===== config.mk =====
export PLATFORM = sky130hd
export DESIGN_NAME = mc_control_unit
export DESIGN_NICKNAME = d
export VERILOG_FILES = /design/src/rtl/mc_ctrl_pkg.sv /design/src/rtl/mc_ctrl_decode.sv /design/src/rtl/mc_control_unit.sv
export SDC_FILE = /design/constraint.sdc
export NUM_CORES = 1
export LEC_CHECK = 0
export ABC_AREA = 1
export BUFFER_PORTS_ARGS = -buffer_cell sky130_fd_sc_hd__buf_2
export CORE_MARGIN = 1.5
export CORE_UTILIZATION = 45
export DETAILED_ROUTE_END_ITERATION = 8
export GPL_ROUTABILITY_DRIVEN = 0
export GPL_TIMING_DRIVEN = 1
export HOLD_SLACK_MARGIN = 0.08
export PLACE_DENSITY = 0.76
export SYNTH_ARGS = -nofsm -noshare
export SYNTH_HDL_FRONTEND = slang
export SYNTH_SLANG_ARGS = --single-unit

===== constraint.sdc =====
create_clock -name CLK -period 1.85 [get_ports CLK]
set_clock_uncertainty 0.2 [all_clocks]
set_input_delay 0.0925 -clock CLK [delete_from_list [all_inputs] [get_ports CLK]]
set_output_delay 0.0925 -clock CLK [all_outputs]
set_load 0.02 [all_outputs]

===== src/rtl/mc_ctrl_pkg.sv =====
// Shared encodings for the multi-cycle MIPS-subset control unit: opcodes, FSM states,
// ALU operation codes, PC and register-destination selects, and the control word.
package mc_ctrl_pkg;

  typedef enum logic [3:0] {
    StIf    = 4'b0000,
    StId    = 4'b0001,
    StExeAl = 4'b0010,
    StWbAl  = 4'b0011,
    StExeBr = 4'b0100,
    StExeLs = 4'b0101,
    StMem   = 4'b0110,
    StWbLd  = 4'b0111,
    StHalt  = 4'b1000
  } state_e;

  // ALU / R-type group
  localparam logic [5:0] OpAdd   = 6'b000000;
  localparam logic [5:0] OpSub   = 6'b000001;
  localparam logic [5:0] OpAddiu = 6'b000010;
  localparam logic [5:0] OpAnd   = 6'b010000;
  localparam logic [5:0] OpAndi  = 6'b010001;
  localparam logic [5:0] OpOri   = 6'b010010;
  localparam logic [5:0] OpXori  = 6'b010011;
  localparam logic [5:0] OpSll   = 6'b011000;
  localparam logic [5:0] OpSlt   = 6'b100110;
  localparam logic [5:0] OpSlti  = 6'b100111;
  // Memory
  localparam logic [5:0] OpSw    = 6'b110000;
  localparam logic [5:0] OpLw    = 6'b110001;
  // Branch
  localparam logic [5:0] OpBeq   = 6'b110100;
  localparam logic [5:0] OpBne   = 6'b110101;
  localparam logic [5:0] OpBltz  = 6'b110110;
  // Jump
  localparam logic [5:0] OpJ     = 6'b111000;
  localparam logic [5:0] OpJr    = 6'b111001;
  localparam logic [5:0] OpJal   = 6'b111010;
  localparam logic [5:0] OpHalt  = 6'b111111;

  localparam logic [2:0] AluAdd = 3'b000;
  localparam logic [2:0] AluSub = 3'b001;
  localparam logic [2:0] AluAnd = 3'b010;
  localparam logic [2:0] AluOr  = 3'b011;
  localparam logic [2:0] AluXor = 3'b100;
  localparam logic [2:0] AluSlt = 3'b101;
  localparam logic [2:0] AluSll = 3'b110;

  localparam logic [1:0] PcSrcNext   = 2'b00;
  localparam logic [1:0] PcSrcBranch = 2'b01;
  localparam logic [1:0] PcSrcReg    = 2'b10;
  localparam logic [1:0] PcSrcJump   = 2'b11;

  localparam logic [1:0] RegDstRa = 2'b00;
  localparam logic [1:0] RegDstRt = 2'b01;
  localparam logic [1:0] RegDstRd = 2'b10;

  typedef struct packed {
    logic       pc_wre;
    logic [1:0] pc_src;
    logic       ir_wre;
    logic       ins_mem_rw;
    logic       alu_src_a;
    logic       alu_src_b;
    logic [2:0] alu_op;
    logic       ext_sel;
    logic       reg_wre;
    logic [1:0] reg_dst;
    logic       wr_reg_d_src;
    logic       db_data_src;
    logic       m_rd;
    logic       m_wr;
  } ctrl_t;

  function automatic logic is_alu_group(logic [5:0] op);
    case (op)
      OpAdd, OpSub, OpAddiu, OpAnd, OpAndi,
      OpOri, OpXori, OpSll, OpSlt, OpSlti: return 1'b1;
      default:                             return 1'b0;
    endcase
  endfunction

  // ALU-group forms whose destination is rt and whose B operand is the immediate
  function automatic logic is_imm_form(logic [5:0] op);
    case (op)
      OpAddiu, OpAndi, OpOri, OpXori, OpSlti: return 1'b1;
      default:                                return 1'b0;
    endcase
  endfunction

  function automatic logic is_mem(logic [5:0] op);
    return (op == OpLw) || (op == OpSw);
  endfunction

  function automatic logic is_branch(logic [5:0] op);
    return (op == OpBeq) || (op == OpBne) || (op == OpBltz);
  endfunction

  function automatic logic is_jump(logic [5:0] op);
    return (op == OpJ) || (op == OpJr) || (op == OpJal);
  endfunction

  function automatic logic is_legal(logic [5:0] op);
    return is_alu_group(op) || is_mem(op) || is_branch(op) || is_jump(op) || (op == OpHalt);
  endfunction

  // Logical immediates are zero-extended; everything else sign-extends
  function automatic logic is_zero_ext(logic [5:0] op);
    return (op == OpAndi) || (op == OpOri) || (op == OpXori);
  endfunction

  function automatic logic [2:0] alu_op_of(logic [5:0] op);
    case (op)
      OpSub:          return AluSub;
      OpAnd, OpAndi:  return AluAnd;
      OpOri:          return AluOr;
      OpXori:         return AluXor;
      OpSlt, OpSlti:  return AluSlt;
      OpSll:          return AluSll;
      default:        return AluAdd;  // add, addiu, lw, sw
    endcase
  endfunction

endpackage


===== src/rtl/mc_ctrl_decode.sv =====
// Combinational control-word decode from FSM state, opcode and ALU flags.
module mc_ctrl_decode
  import mc_ctrl_pkg::*;
(
  input  state_e     state_i,
  input  logic [5:0] opcode_i,
  input  logic       zero_i,
  input  logic       sign_i,
  output ctrl_t      ctrl_o
);

  logic branch_taken;

  // Branch condition from the ALU flags of the rs - rt comparison
  always_comb begin
    branch_taken = 1'b0;
    case (opcode_i)
      OpBeq:   branch_taken = zero_i;
      OpBne:   branch_taken = ~zero_i;
      OpBltz:  branch_taken = sign_i;
      default: branch_taken = 1'b0;
    endcase
  end

  // Control word: datapath selects held across the ALU/LS path, then per-state strobes
  always_comb begin
    ctrl_o = '0;

    if (state_i inside {StExeAl, StWbAl, StExeLs, StMem, StWbLd}) begin
      ctrl_o.alu_src_b = is_imm_form(opcode_i) | is_mem(opcode_i);
      ctrl_o.alu_src_a = (opcode_i == OpSll);
      ctrl_o.ext_sel   = ~is_zero_ext(opcode_i);
      ctrl_o.alu_op    = alu_op_of(opcode_i);
    end

    case (state_i)
      StIf: begin
        ctrl_o.ins_mem_rw = 1'b1;
        ctrl_o.ir_wre     = 1'b1;
      end
      StId: begin
        // Jumps and illegal opcodes retire here; everything else continues
        if (opcode_i == OpJ) begin
          ctrl_o.pc_wre = 1'b1;
          ctrl_o.pc_src = PcSrcJump;
        end else if (opcode_i == OpJr) begin
          ctrl_o.pc_wre = 1'b1;
          ctrl_o.pc_src = PcSrcReg;
        end else if (opcode_i == OpJal) begin
          ctrl_o.pc_wre       = 1'b1;
          ctrl_o.pc_src       = PcSrcJump;
          ctrl_o.reg_wre      = 1'b1;
          ctrl_o.reg_dst      = RegDstRa;
          ctrl_o.wr_reg_d_src = 1'b0;
        end else if (!is_legal(opcode_i)) begin
          ctrl_o.pc_wre = 1'b1;
          ctrl_o.pc_src = PcSrcNext;
        end
      end
      StWbAl: begin
        ctrl_o.reg_wre      = 1'b1;
        ctrl_o.wr_reg_d_src = 1'b1;
        ctrl_o.db_data_src  = 1'b0;
        ctrl_o.reg_dst      = is_imm_form(opcode_i) ? RegDstRt : RegDstRd;
        ctrl_o.pc_wre       = 1'b1;
        ctrl_o.pc_src       = PcSrcNext;
      end
      StExeBr: begin
        ctrl_o.alu_op = AluSub;
        ctrl_o.pc_wre = 1'b1;
        ctrl_o.pc_src = branch_taken ? PcSrcBranch : PcSrcNext;
      end
      StMem: begin
        if (opcode_i == OpLw) begin
          ctrl_o.m_rd = 1'b1;
        end else begin
          ctrl_o.m_wr   = 1'b1;
          ctrl_o.pc_wre = 1'b1;
          ctrl_o.pc_src = PcSrcNext;
        end
      end
      StWbLd: begin
        ctrl_o.m_rd         = 1'b1;
        ctrl_o.db_data_src  = 1'b1;
        ctrl_o.reg_wre      = 1'b1;
        ctrl_o.reg_dst      = RegDstRt;
        ctrl_o.wr_reg_d_src = 1'b1;
        ctrl_o.pc_wre       = 1'b1;
        ctrl_o.pc_src       = PcSrcNext;
      end
      default: ;  // StExeAl, StExeLs: selects only; StHalt: all zero
    endcase
  end

endmodule


===== src/rtl/mc_control_unit.sv =====
// Multi-cycle control FSM: state register, next-state logic and the decode instance.
module mc_control_unit
  import mc_ctrl_pkg::*;
(
  input  logic       CLK,
  input  logic       Reset,
  input  logic [5:0] OpCode,
  input  logic       Zero,
  input  logic       Sign,
  output logic       PCWre,
  output logic [1:0] PCSrc,
  output logic       IRWre,
  output logic       InsMemRW,
  output logic       ALUSrcA,
  output logic       ALUSrcB,
  output logic [2:0] ALUOp,
  output logic       ExtSel,
  output logic       RegWre,
  output logic [1:0] RegDst,
  output logic       WrRegDSrc,
  output logic       DBDataSrc,
  output logic       mRD,
  output logic       mWR,
  output logic [3:0] State
);

  state_e state_q, state_d;
  ctrl_t  ctrl_raw, ctrl;

  // State register; reset parks the machine in IF
  always_ff @(posedge CLK or negedge Reset) begin
    if (!Reset) begin
      state_q <= StIf;
    end else begin
      state_q <= state_d;
    end
  end

  // Next-state sequencing through the instruction phases
  always_comb begin
    state_d = StIf;
    case (state_q)
      StIf: state_d = StId;
      StId: begin
        if (OpCode == OpHalt)          state_d = StHalt;
        else if (is_branch(OpCode))    state_d = StExeBr;
        else if (is_mem(OpCode))       state_d = StExeLs;
        else if (is_alu_group(OpCode)) state_d = StExeAl;
        else                           state_d = StIf;
      end
      StExeAl: state_d = StWbAl;
      StWbAl:  state_d = StIf;
      StExeBr: state_d = StIf;
      StExeLs: state_d = StMem;
      StMem:   state_d = (OpCode == OpLw) ? StWbLd : StIf;
      StWbLd:  state_d = StIf;
      StHalt:  state_d = StHalt;
      default: state_d = StIf;
    endcase
  end

  mc_ctrl_decode u_decode (
    .state_i  (state_q),
    .opcode_i (OpCode),
    .zero_i   (Zero),
    .sign_i   (Sign),
    .ctrl_o   (ctrl_raw)
  );

  // Outputs: decoded control word, forced quiet while reset is held
  always_comb begin
    ctrl = Reset ? ctrl_raw : '0;
  end

  assign PCWre     = ctrl.pc_wre;
  assign PCSrc     = ctrl.pc_src;
  assign IRWre     = ctrl.ir_wre;
  assign InsMemRW  = ctrl.ins_mem_rw;
  assign ALUSrcA   = ctrl.alu_src_a;
  assign ALUSrcB   = ctrl.alu_src_b;
  assign ALUOp     = ctrl.alu_op;
  assign ExtSel    = ctrl.ext_sel;
  assign RegWre    = ctrl.reg_wre;
  assign RegDst    = ctrl.reg_dst;
  assign WrRegDSrc = ctrl.wr_reg_d_src;
  assign DBDataSrc = ctrl.db_data_src;
  assign mRD       = ctrl.m_rd;
  assign mWR       = ctrl.m_wr;
  assign State     = state_q;

endmodule


==> flow_metrics.env, run 1 <==
export IMPL_status="complete, but fails checks"
export IMPL_violations="negative setup slack"
export IMPL_drc_errors=0
export IMPL_cp_num_buf_inv=3
export IMPL_postPlaceCellArea_um2=841
export IMPL_cp_max_fo=5
export IMPL_slowest_stage="dfrtp_2"
export IMPL_area_growth_pct=55.2
export IMPL_wl_um=2750
export IMPL_final_cell_count_no_fill=186
export IMPL_dp_slack_ns=0.176
export IMPL_overflow=0
export IMPL_synthDistinctLibCells=23
export IMPL_multi_input_area_um2=553
export IMPL_synthCells=127
export IMPL_post_route_period_util_pct=102
export IMPL_htreeDepth=1
export IMPL_std_cell_rows=13
export IMPL_clk_pin_slew_ns=0.04
export IMPL_dp_cells=172
export IMPL_grt_pass1_wl_um=3950
export IMPL_die_y_um=41.6
export IMPL_critPathMaxStageDelay_ns=0.44
export IMPL_p_sw_share_pct=54.6
export IMPL_synth_edf_count=0
export IMPL_initial_core_util_pct=49.7
export IMPL_leakagePower_nw=0.560
export IMPL_finalHoldViolations=0
export IMPL_drt_iter0_markers=73
export IMPL_io_buffers=31
export IMPL_finalWorstSetupSlack_ns=-0.0361
export IMPL_grt_antenna_before_repair=0
export IMPL_ys_warn_count=0
export IMPL_yosysSeqAreaShare_pct=14.9
export IMPL_regArea_um2=104
export IMPL_pwr_share_comb_pct=71.4
export IMPL_start_kind="flip-flop"
export IMPL_drv_slew=0
export IMPL_grt_pass1_vias=887
export IMPL_avgSynthCellArea_um2=5.28
export IMPL_vias=1112
export IMPL_crit_path_frequent_cell="buf_4"
export IMPL_via_per_inst=5.98
export IMPL_rsz0062_at_grt="yes"
export IMPL_dp_hpwl_um=1800
export IMPL_max_cap_violations=0
export IMPL_crit_family="flip-flops"
export IMPL_antennaDiodeCount=0
export IMPL_fin_util_pct=77.1
export IMPL_ioPinCount=32
export IMPL_ys_ff_latch=4
export IMPL_max_vdd_ir_drop_mv=0.654
export IMPL_clkLatencyLatePin_ns=0.24
export IMPL_routedWlPerCell_um=14.8
export IMPL_syn_area_um2=671
export IMPL_dr_pass1_iters=7
export IMPL_hp_class="input pin to flip-flop"
export IMPL_async_flop_share_pct=100
export IMPL_power_density_nw_per_um2=997
export IMPL_fillers=106
export IMPL_seqPwrFrac_pct=17.8
export IMPL_cts_tree="built"
export IMPL_max_slew_worst_pin_slew_ns=0.444
export IMPL_core_um2=1350
export IMPL_max_slew_margin_pct=70.2
export IMPL_grt_use_total_pct=28.7
export IMPL_clockPowerShare_pct=10.8
export IMPL_power_total_mw=1.04
export IMPL_syn_nets=137
export IMPL_setup_viol=1
export IMPL_synthFlopType="dfrtp_1"
export IMPL_cp_arrival_ns=1.59
export IMPL_endpoint_kind="primary output"
export IMPL_power_switching_mw=0.567
export IMPL_internal_power_mw=0.471
export IMPL_cts_root_buf="clkbuf_4"
export IMPL_grt_max_degree=9
export IMPL_clock_sinks=4
export IMPL_die_w_um=41.6
export IMPL_finalCriticalPeriod_ns=1.89
export IMPL_critPathKind="flip-flop to primary output"
export IMPL_drive_above_1_share_pct=46.2
export IMPL_final_area_um2=1040
export IMPL_die_area_um2=1730
export IMPL_largest_reg_flops=4
export IMPL_drt_antenna_violating_nets=0
export IMPL_required_ns=1.56
export IMPL_clockBufferDepth=2
export IMPL_crit_chain="inv_4 > buf_4 > nor3_4 > a21oi_1 > a21oi_2 > buf_4"
export IMPL_cts_made_buffers=3
export IMPL_layout_nets=183
export IMPL_fmax_mhz=530
-- worst register-to-register path: cells and delay by family, from the launching register on --
family	cells	cell delay, ns
and+or+nand+nor	3	0.43
DFF	1	0.44
AOI/OAI and AO/OA	1	0.14
buffers and inverters	3	0.37
-- cell families (layout without fill, tap and decap cells) --
group / count (synthesis) / after routing / synth area share (%)
and+or+nand+nor: 82 / 82 / 55.4
buffers and inverters: 22 / 66 / 12.9
AOI/OAI and AO/OA: 18 / 18 / 15.5
DFF: 4 / 4 / 14.9
xor gates and xnor gates: 1 / 1 / 1.31
-- layout by cell type, fill, tap and decap left out, types with 6 or more instances in the layout --
| master | n |
|---|---|
| nand2_1 | 30 |
| buf_2 | 25 |
| nor2_1 | 15 |
| buf_4 | 14 |
| nand3_1 | 13 |
| inv_2 | 10 |
| inv_1 | 9 |
| nor2_2 | 6 |
-- final timing paths --
path	startpoint	endpoint	slack (ns)	cells after the start
min reg2reg	State[3]	State[3]	0.48	1
max in group asynchronous	Reset	State[0]	0.52	3
max reg2reg	State[1]	State[1]	0.20	7
max	State[1]	PCWre	-0.04	6
min	OpCode[2]	State[3]	0.16	4
min in group asynchronous	Reset	State[1]	0.71	3
-- cell usage after synthesis, types with 2 or more instances --
master   count  area share [%]
o21ai_1      3             2.2
nand2_1     32              18
o22ai_1      2             1.9
inv_1       11             6.2
nand2_2      2             1.9
inv_2       10             5.6
a21oi_1      8             6.0
nor2_1      19              11
nand4_1      4             3.7
nor2_2       4             3.7
nand3_1     14              10
dfrtp_1      4              15
nor3_1       4             3.0
-- area by class of cell --
type | instances | area share (%)
multi-input combinational | 101 | 53.1
tap | 15 | 1.80
sequential | 4 | 9.98
clock buffer | 3 | 2.16
timing repair buffer | 42 | 24.8
inverter | 21 | 8.17
-- layer usage --
| layer | up-vias | global-route usage (%) | share of wire (%) |
|---|---|---|---|
| li1 | 510 | - | - |
| met5 | - | 0 | 0 |
| met2 | 104 | 45.6 | 46 |
| met1 | 484 | 38.1 | 39 |
| met4 | 0 | 8.39 | 3.2 |
| met3 | 14 | 7.39 | 11 |
-- repair_timing --
item / in CTS / in global routing
resized for setup: 10 / 18
setup endpoints to repair: 10 / 11
setup buffers: 2 / 7
endpoints found under the hold margin: 4 / 0
gates cloned: 0 / 0
pin swaps: 3 / 6
hold buffers: 2 / 0
-- power groups by stage --
stage / registers [mW] / logic [mW] / clock network (mW)
5_1_grt: 0.189 / 0.780 / 0.127
2_1_floorplan: 0.187 / 0.359 / 0
3_5_place_dp: 0.160 / 0.539 / 0
6_report: 0.185 / 0.741 / 0.112
3_3_place_gp: 0.160 / 0.536 / 0
4_1_cts: 0.170 / 0.607 / 0.115
-- metrics by stage --
step	hold WS, ns	setup TNS (ns)
3_5_place_dp	-0.265	0
4_1_cts	0.128	0
6_report	0.157	-0.0361
2_1_floorplan	-0.403	-0.0180
3_3_place_gp	-0.264	0
5_1_grt	0.182	-0.502
Power figures use the tool's default switching activity.
==> inputs of run 2 (changes only) <==
--- a/config.mk
+++ b/config.mk
@@ -8,12 +8,12 @@
 export ABC_AREA = 1
 export BUFFER_PORTS_ARGS = -buffer_cell sky130_fd_sc_hd__buf_2
 export CORE_MARGIN = 1.5
-export CORE_UTILIZATION = 45
+export CORE_UTILIZATION = 30
 export DETAILED_ROUTE_END_ITERATION = 8
 export GPL_ROUTABILITY_DRIVEN = 0
 export GPL_TIMING_DRIVEN = 1
 export HOLD_SLACK_MARGIN = 0.08
-export PLACE_DENSITY = 0.76
+export PLACE_DENSITY = 0.54
 export SYNTH_ARGS = -nofsm -noshare
 export SYNTH_HDL_FRONTEND = slang
 export SYNTH_SLANG_ARGS = --single-unit
==> run 2 against run 1 <==
Power increased by 14%. First-iteration DRC count shrank 30%. Clock power about the same. Sequential power fell by 8%. Highest routed layer unchanged. Sequential share of layout area shrank 0.91 points. Setup slack better by 0.027 ns. The flow still finishes with violations (negative setup slack). Clock-buffer cell count is the same. Routed wire length shrank 8.6%. Die area is 46% higher. Via count decreased by 7.1%.
==> flow_metrics.env, run 2 (same netlist as run 1, synthesis figures left out) <==
export IMPL_status="complete, but fails checks"
export IMPL_violations="negative setup slack"
export IMPL_largest_reg_flops=4
export IMPL_drt_antenna_violating_nets=0
export IMPL_cp_arrival_ns=1.57
export IMPL_ioPinCount=32
export IMPL_max_vdd_ir_drop_mv=0.834
export IMPL_area_growth_pct=68.7
export IMPL_finalWorstSetupSlack_ns=-0.00878
export IMPL_dp_cells=186
export IMPL_clockBufferDepth=2
export IMPL_drc_errors=0
export IMPL_leakagePower_nw=0.609
export IMPL_dp_hpwl_um=1870
export IMPL_fmax_mhz=538
export IMPL_critPathKind="flip-flop to primary output"
export IMPL_dr_pass1_iters=4
export IMPL_clkLatencyLatePin_ns=0.24
export IMPL_max_cap_violations=0
export IMPL_dp_slack_ns=0.102
export IMPL_antennaDiodeCount=0
export IMPL_drv_slew=0
export IMPL_clk_pin_slew_ns=0.04
export IMPL_rr_startpoint="State[2]"
export IMPL_std_cell_rows=16
export IMPL_initial_core_util_pct=32.8
export IMPL_final_cell_count_no_fill=205
export IMPL_grt_antenna_before_repair=0
export IMPL_endpoint_kind="primary output"
export IMPL_io_buffers=31
export IMPL_cts_tree="built"
export IMPL_finalCriticalPeriod_ns=1.86
export IMPL_layout_nets=190
export IMPL_cts_root_buf="clkbuf_4"
export IMPL_cp_max_fo=5
export IMPL_htreeDepth=1
export IMPL_power_density_nw_per_um2=1050
export IMPL_post_route_period_util_pct=100
export IMPL_setup_viol=2
export IMPL_final_cell_mix="nand2_1 (30), buf_2 (26), buf_4 (20)"
export IMPL_finalHoldViolations=0
export IMPL_overflow=0
export IMPL_drt_iter0_markers=51
export IMPL_die_y_um=50.3
export IMPL_required_ns=1.56
export IMPL_die_area_um2=2530
export IMPL_r2r_slack_ns=0.20
export IMPL_rsz0062_at_grt="yes"
export IMPL_grt_pass1_wl_um=3910
export IMPL_fin_hold_ws_ns=0.117
export IMPL_wl_um=2510
export IMPL_die_w_um=50.3
export IMPL_ff2ff_path_depth=8
export IMPL_hp_class="input pin to async pin"
export IMPL_grt_max_degree=9
export IMPL_setup_tns_ns=-0.0127
export IMPL_cts_made_buffers=3
export IMPL_via_per_inst=5.04
export IMPL_max_slew_margin_pct=75.8
export IMPL_vias=1033
export IMPL_start_kind="flip-flop"
export IMPL_drive_above_1_share_pct=48.9
export IMPL_routedWlPerCell_um=12.2
export IMPL_max_slew_worst_pin_slew_ns=0.360
export IMPL_final_common_cell="nand2_1"
export IMPL_clock_sinks=4
export IMPL_grt_pass1_vias=875
export IMPL_grt_use_total_pct=19.9
export IMPL_core_um2=2040
export IMPL_worstReg2RegEnd="State[1]"
run 2: how the worst max path moves through the flow:
stage | start | to | slack (ns) | cells past startpoint
after detailed placement | State[0] | PCSrc[0] | 0.10 | 8
after CTS | State[3] | PCSrc[0] | -0.07 | 7
final | State[2] | PCWre | -0.009 | 7
after global routing | State[2] | mRD | -0.1 | 7
after floorplan | State[2] | RegDst[1] | -0.02 | 5
after global placement | State[0] | PCSrc[0] | 0.11 | 8
run 2: power breakdown:
part,total [mW],internal (mW),switching (mW),leakage (nW)
Clock,0.111,0.0727,0.0386,0.0138
Sequential,0.170,0.120,0.0502,0.0504
Combinational,0.903,0.403,0.500,0.545
Total,1.18,0.596,0.589,0.609
run 2: critical path, cell delays in order (launching register included):
cell     delay [ns]
dfrtp_1        0.35
inv_2          0.08
nor2_4         0.15
inv_4          0.08
nor3_4         0.23
a21oi_1        0.10
a21oi_1        0.18
buf_4          0.16
run 2: metrics by stage:
step | cell area (um^2) | power [mW] | util [%]
after CTS | 936 | 0.875 | 45.8
after detailed placement | 871 | 0.702 | 42.6
final | 1130 | 1.18 | 55.4
after floorplan | 674 | 0.546 | -
after global placement | 871 | 0.702 | 42.6
after global routing | 1130 | 1.27 | 55.4
run 2: timing repair:
action,CTS,global route
resized for setup,5,27
hold endpoints to repair,4,0
pin swaps,2,9
hold buffers,1,0
setup endpoints to repair,10,14
cloned,0,0
setup buffers,2,13
run 2: cell type report:
type                    instances  area (um^2)
well taps                      27         33.8
multi-input cells             101          564
clock buffers                   3         22.5
fillers                       221          911
flip-flops and latches          4          103
repair buffers                 49          322
inverters                      21         86.3
run 2: routing by layer:
| metal | wire, um | GRT usage, % | part of all wire, % |
|---|---|---|---|
| met2 | 1180 | 29.8 | 47 |
| met3 | 187 | 5.95 | 7.5 |
| met5 | 0 | 0 | 0 |
| met1 | 1130 | 27.6 | 45 |
| met4 | 12 | 4.63 | 0.48 |
==> inputs of run 3 (changes only) <==
--- a/config.mk
+++ b/config.mk
@@ -13,7 +13,7 @@
 export GPL_ROUTABILITY_DRIVEN = 0
 export GPL_TIMING_DRIVEN = 1
 export HOLD_SLACK_MARGIN = 0.08
-export PLACE_DENSITY = 0.54
+export SLEW_MARGIN = 20
 export SYNTH_ARGS = -nofsm -noshare
 export SYNTH_HDL_FRONTEND = slang
 export SYNTH_SLANG_ARGS = --single-unit
==> run 3 against run 2 <==
Utilization is 4.8 points lower. Combinational power is 17% lower. Cell area is 8.6% lower. Setup slack better by 0.037 ns. Cell count is 3.9% lower. Routed wire length is 2.5% lower. Sequential power is 7% higher. Die area stayed put. Via count is 3.1% lower. Critical path depth is 1 lower. Critical path type unchanged. Clock-buffer cell count stayed put. The run now ends clean. Global-route usage is 1.3 points lower.
==> flow_metrics.env, run 3 (same netlist as run 1, synthesis figures left out) <==
export IMPL_critPathKind="flip-flop to primary output"
export IMPL_fillers=225
export IMPL_std_cell_rows=16
export IMPL_drt_iter0_markers=46
export IMPL_final_cell_mix="nand2_1 (31), buf_2 (23), buf_4 (16)"
export IMPL_clk_pin_slew_ns=0.04
export IMPL_power_density_nw_per_um2=997
export IMPL_wl_um=2450
export IMPL_clkLatencyLatePin_ns=0.23
export IMPL_finalHoldViolations=0
export IMPL_area_growth_pct=54.1
export IMPL_max_vdd_ir_drop_mv=0.760
export IMPL_cts_made_buffers=3
export IMPL_dp_hpwl_um=1830
export IMPL_io_buffers=31
export IMPL_largest_reg_flops=4
export IMPL_die_w_um=50.3
export IMPL_clockBufferDepth=2
export IMPL_ff2ff_path_depth=6
export IMPL_r2r_slack_ns=0.26
export IMPL_start_kind="flip-flop"
export IMPL_grt_pass1_vias=827
export IMPL_clock_sinks=4
export IMPL_cts_root_buf="clkbuf_4"
export IMPL_drt_antenna_violating_nets=0
export IMPL_hold_depth=4
export IMPL_finalCriticalPeriod_ns=1.82
export IMPL_leakagePower_nw=0.555
export IMPL_rsz0062_at_grt="yes"
export IMPL_slowest_stage="dfrtp_2"
export IMPL_fmax_mhz=549
export IMPL_vias=1001
export IMPL_post_route_period_util_pct=98.5
export IMPL_critPathMaxStageDelay_ns=0.45
export IMPL_endpoint_kind="primary output"
export IMPL_setup_viol=0
export IMPL_cp_arrival_ns=1.53
export IMPL_drc_errors=0
export IMPL_cp_max_fo=5
export IMPL_max_slew_margin_pct=71.4
export IMPL_grt_pass1_wl_um=3660
export IMPL_drive_above_1_share_pct=43.5
export IMPL_crit_chain="inv_4 > nand2_2 > nor2_4 > nand4_1 > a31oi_1 > buf_4"
export IMPL_routedWlPerCell_um=12.4
export IMPL_drv_slew=0
export IMPL_status="completed"
export IMPL_max_slew_worst_pin_slew_ns=0.425
export IMPL_htreeDepth=1
export IMPL_core_um2=2040
export IMPL_finalWorstSetupSlack_ns=0.0283
export IMPL_ioPinCount=32
export IMPL_initial_core_util_pct=32.8
export IMPL_fin_hold_ws_ns=0.167
export IMPL_final_common_cell="nand2_1"
export IMPL_dr_pass1_iters=4
export IMPL_layout_nets=182
export IMPL_grt_max_degree=9
export IMPL_via_per_inst=5.08
export IMPL_hp_class="input pin to flip-flop"
export IMPL_grt_antenna_before_repair=0
export IMPL_grt_use_total_pct=18.5
export IMPL_die_y_um=50.3
export IMPL_die_area_um2=2530
export IMPL_max_cap_violations=0
export IMPL_antennaDiodeCount=0
export IMPL_dp_slack_ns=0.170
export IMPL_cts_tree="built"
export IMPL_overflow=0
export IMPL_required_ns=1.56
[run 3: cell type report]
type                            instances  area, um^2  area share (%)
Clock buffer                            3        22.5            2.18
Tap cell                               27        33.8            3.27
Sequential cell                         4         103            9.93
Inverter                               21        81.3            7.87
Multi-Input combinational cell        101         538            52.1
Timing Repair Buffer                   41         255            24.7
[run 3: worst max-delay path, delay by kind of cell (launching register included)]
| family | cells | cell delay (ns) |
|---|---|---|
| DFF | 1 | 0.45 |
| buffers and inverters | 2 | 0.25 |
| and+or+nand+nor | 3 | 0.43 |
| AOI/OAI and AO/OA | 1 | 0.17 |
[run 3: report_power, final]
part           switching [mW]  leakage (nW)  internal [mW]  total (mW)
sequential             0.0615        0.0504          0.120       0.182
combinational           0.445         0.491          0.301       0.747
clock                  0.0296        0.0138         0.0721       0.102
[run 3: final timing paths]
kind	from	end
min in group asynchronous	Reset	State[1]
setup reg to reg	State[0]	State[1]
max in group asynchronous	Reset	State[0]
setup / recovery	State[1]	PCSrc[0]
hold / removal	OpCode[2]	State[3]
hold reg to reg	State[2]	State[3]
[run 3: stage by stage]
stage	TNS (ns)	utilization, %	power (mW)	std cells	cell area (um^2)
after floorplan	-0.0180	-	0.546	127	674
after global placement	0	42.3	0.693	185	863
after detailed placement	0	42.3	0.699	185	863
after CTS	-0.00506	45.9	0.854	191	937
after global routing	-0.304	50.6	1.10	197	1030
final	0	50.6	1.03	197	1030
[run 3: repair_timing]
action                                 4_1_cts  5_1_grt
resized for setup                            6       19
gates cloned                                 0        0
hold buffers                                 2        0
setup endpoints to repair                    9       13
pin swaps                                    2        6
buffers inserted                             1        6
endpoints found under the hold margin        4        0
[run 3: layer usage]
metal / up-vias / track usage [%] / share of wire (%)
met5: - / 0 / 0
met4: 0 / 8.80 / 0.98
li1: 507 / - / -
met2: 48 / 28.9 / 46
met3: 2 / 2.38 / 6.2
met1: 444 / 25.0 / 47
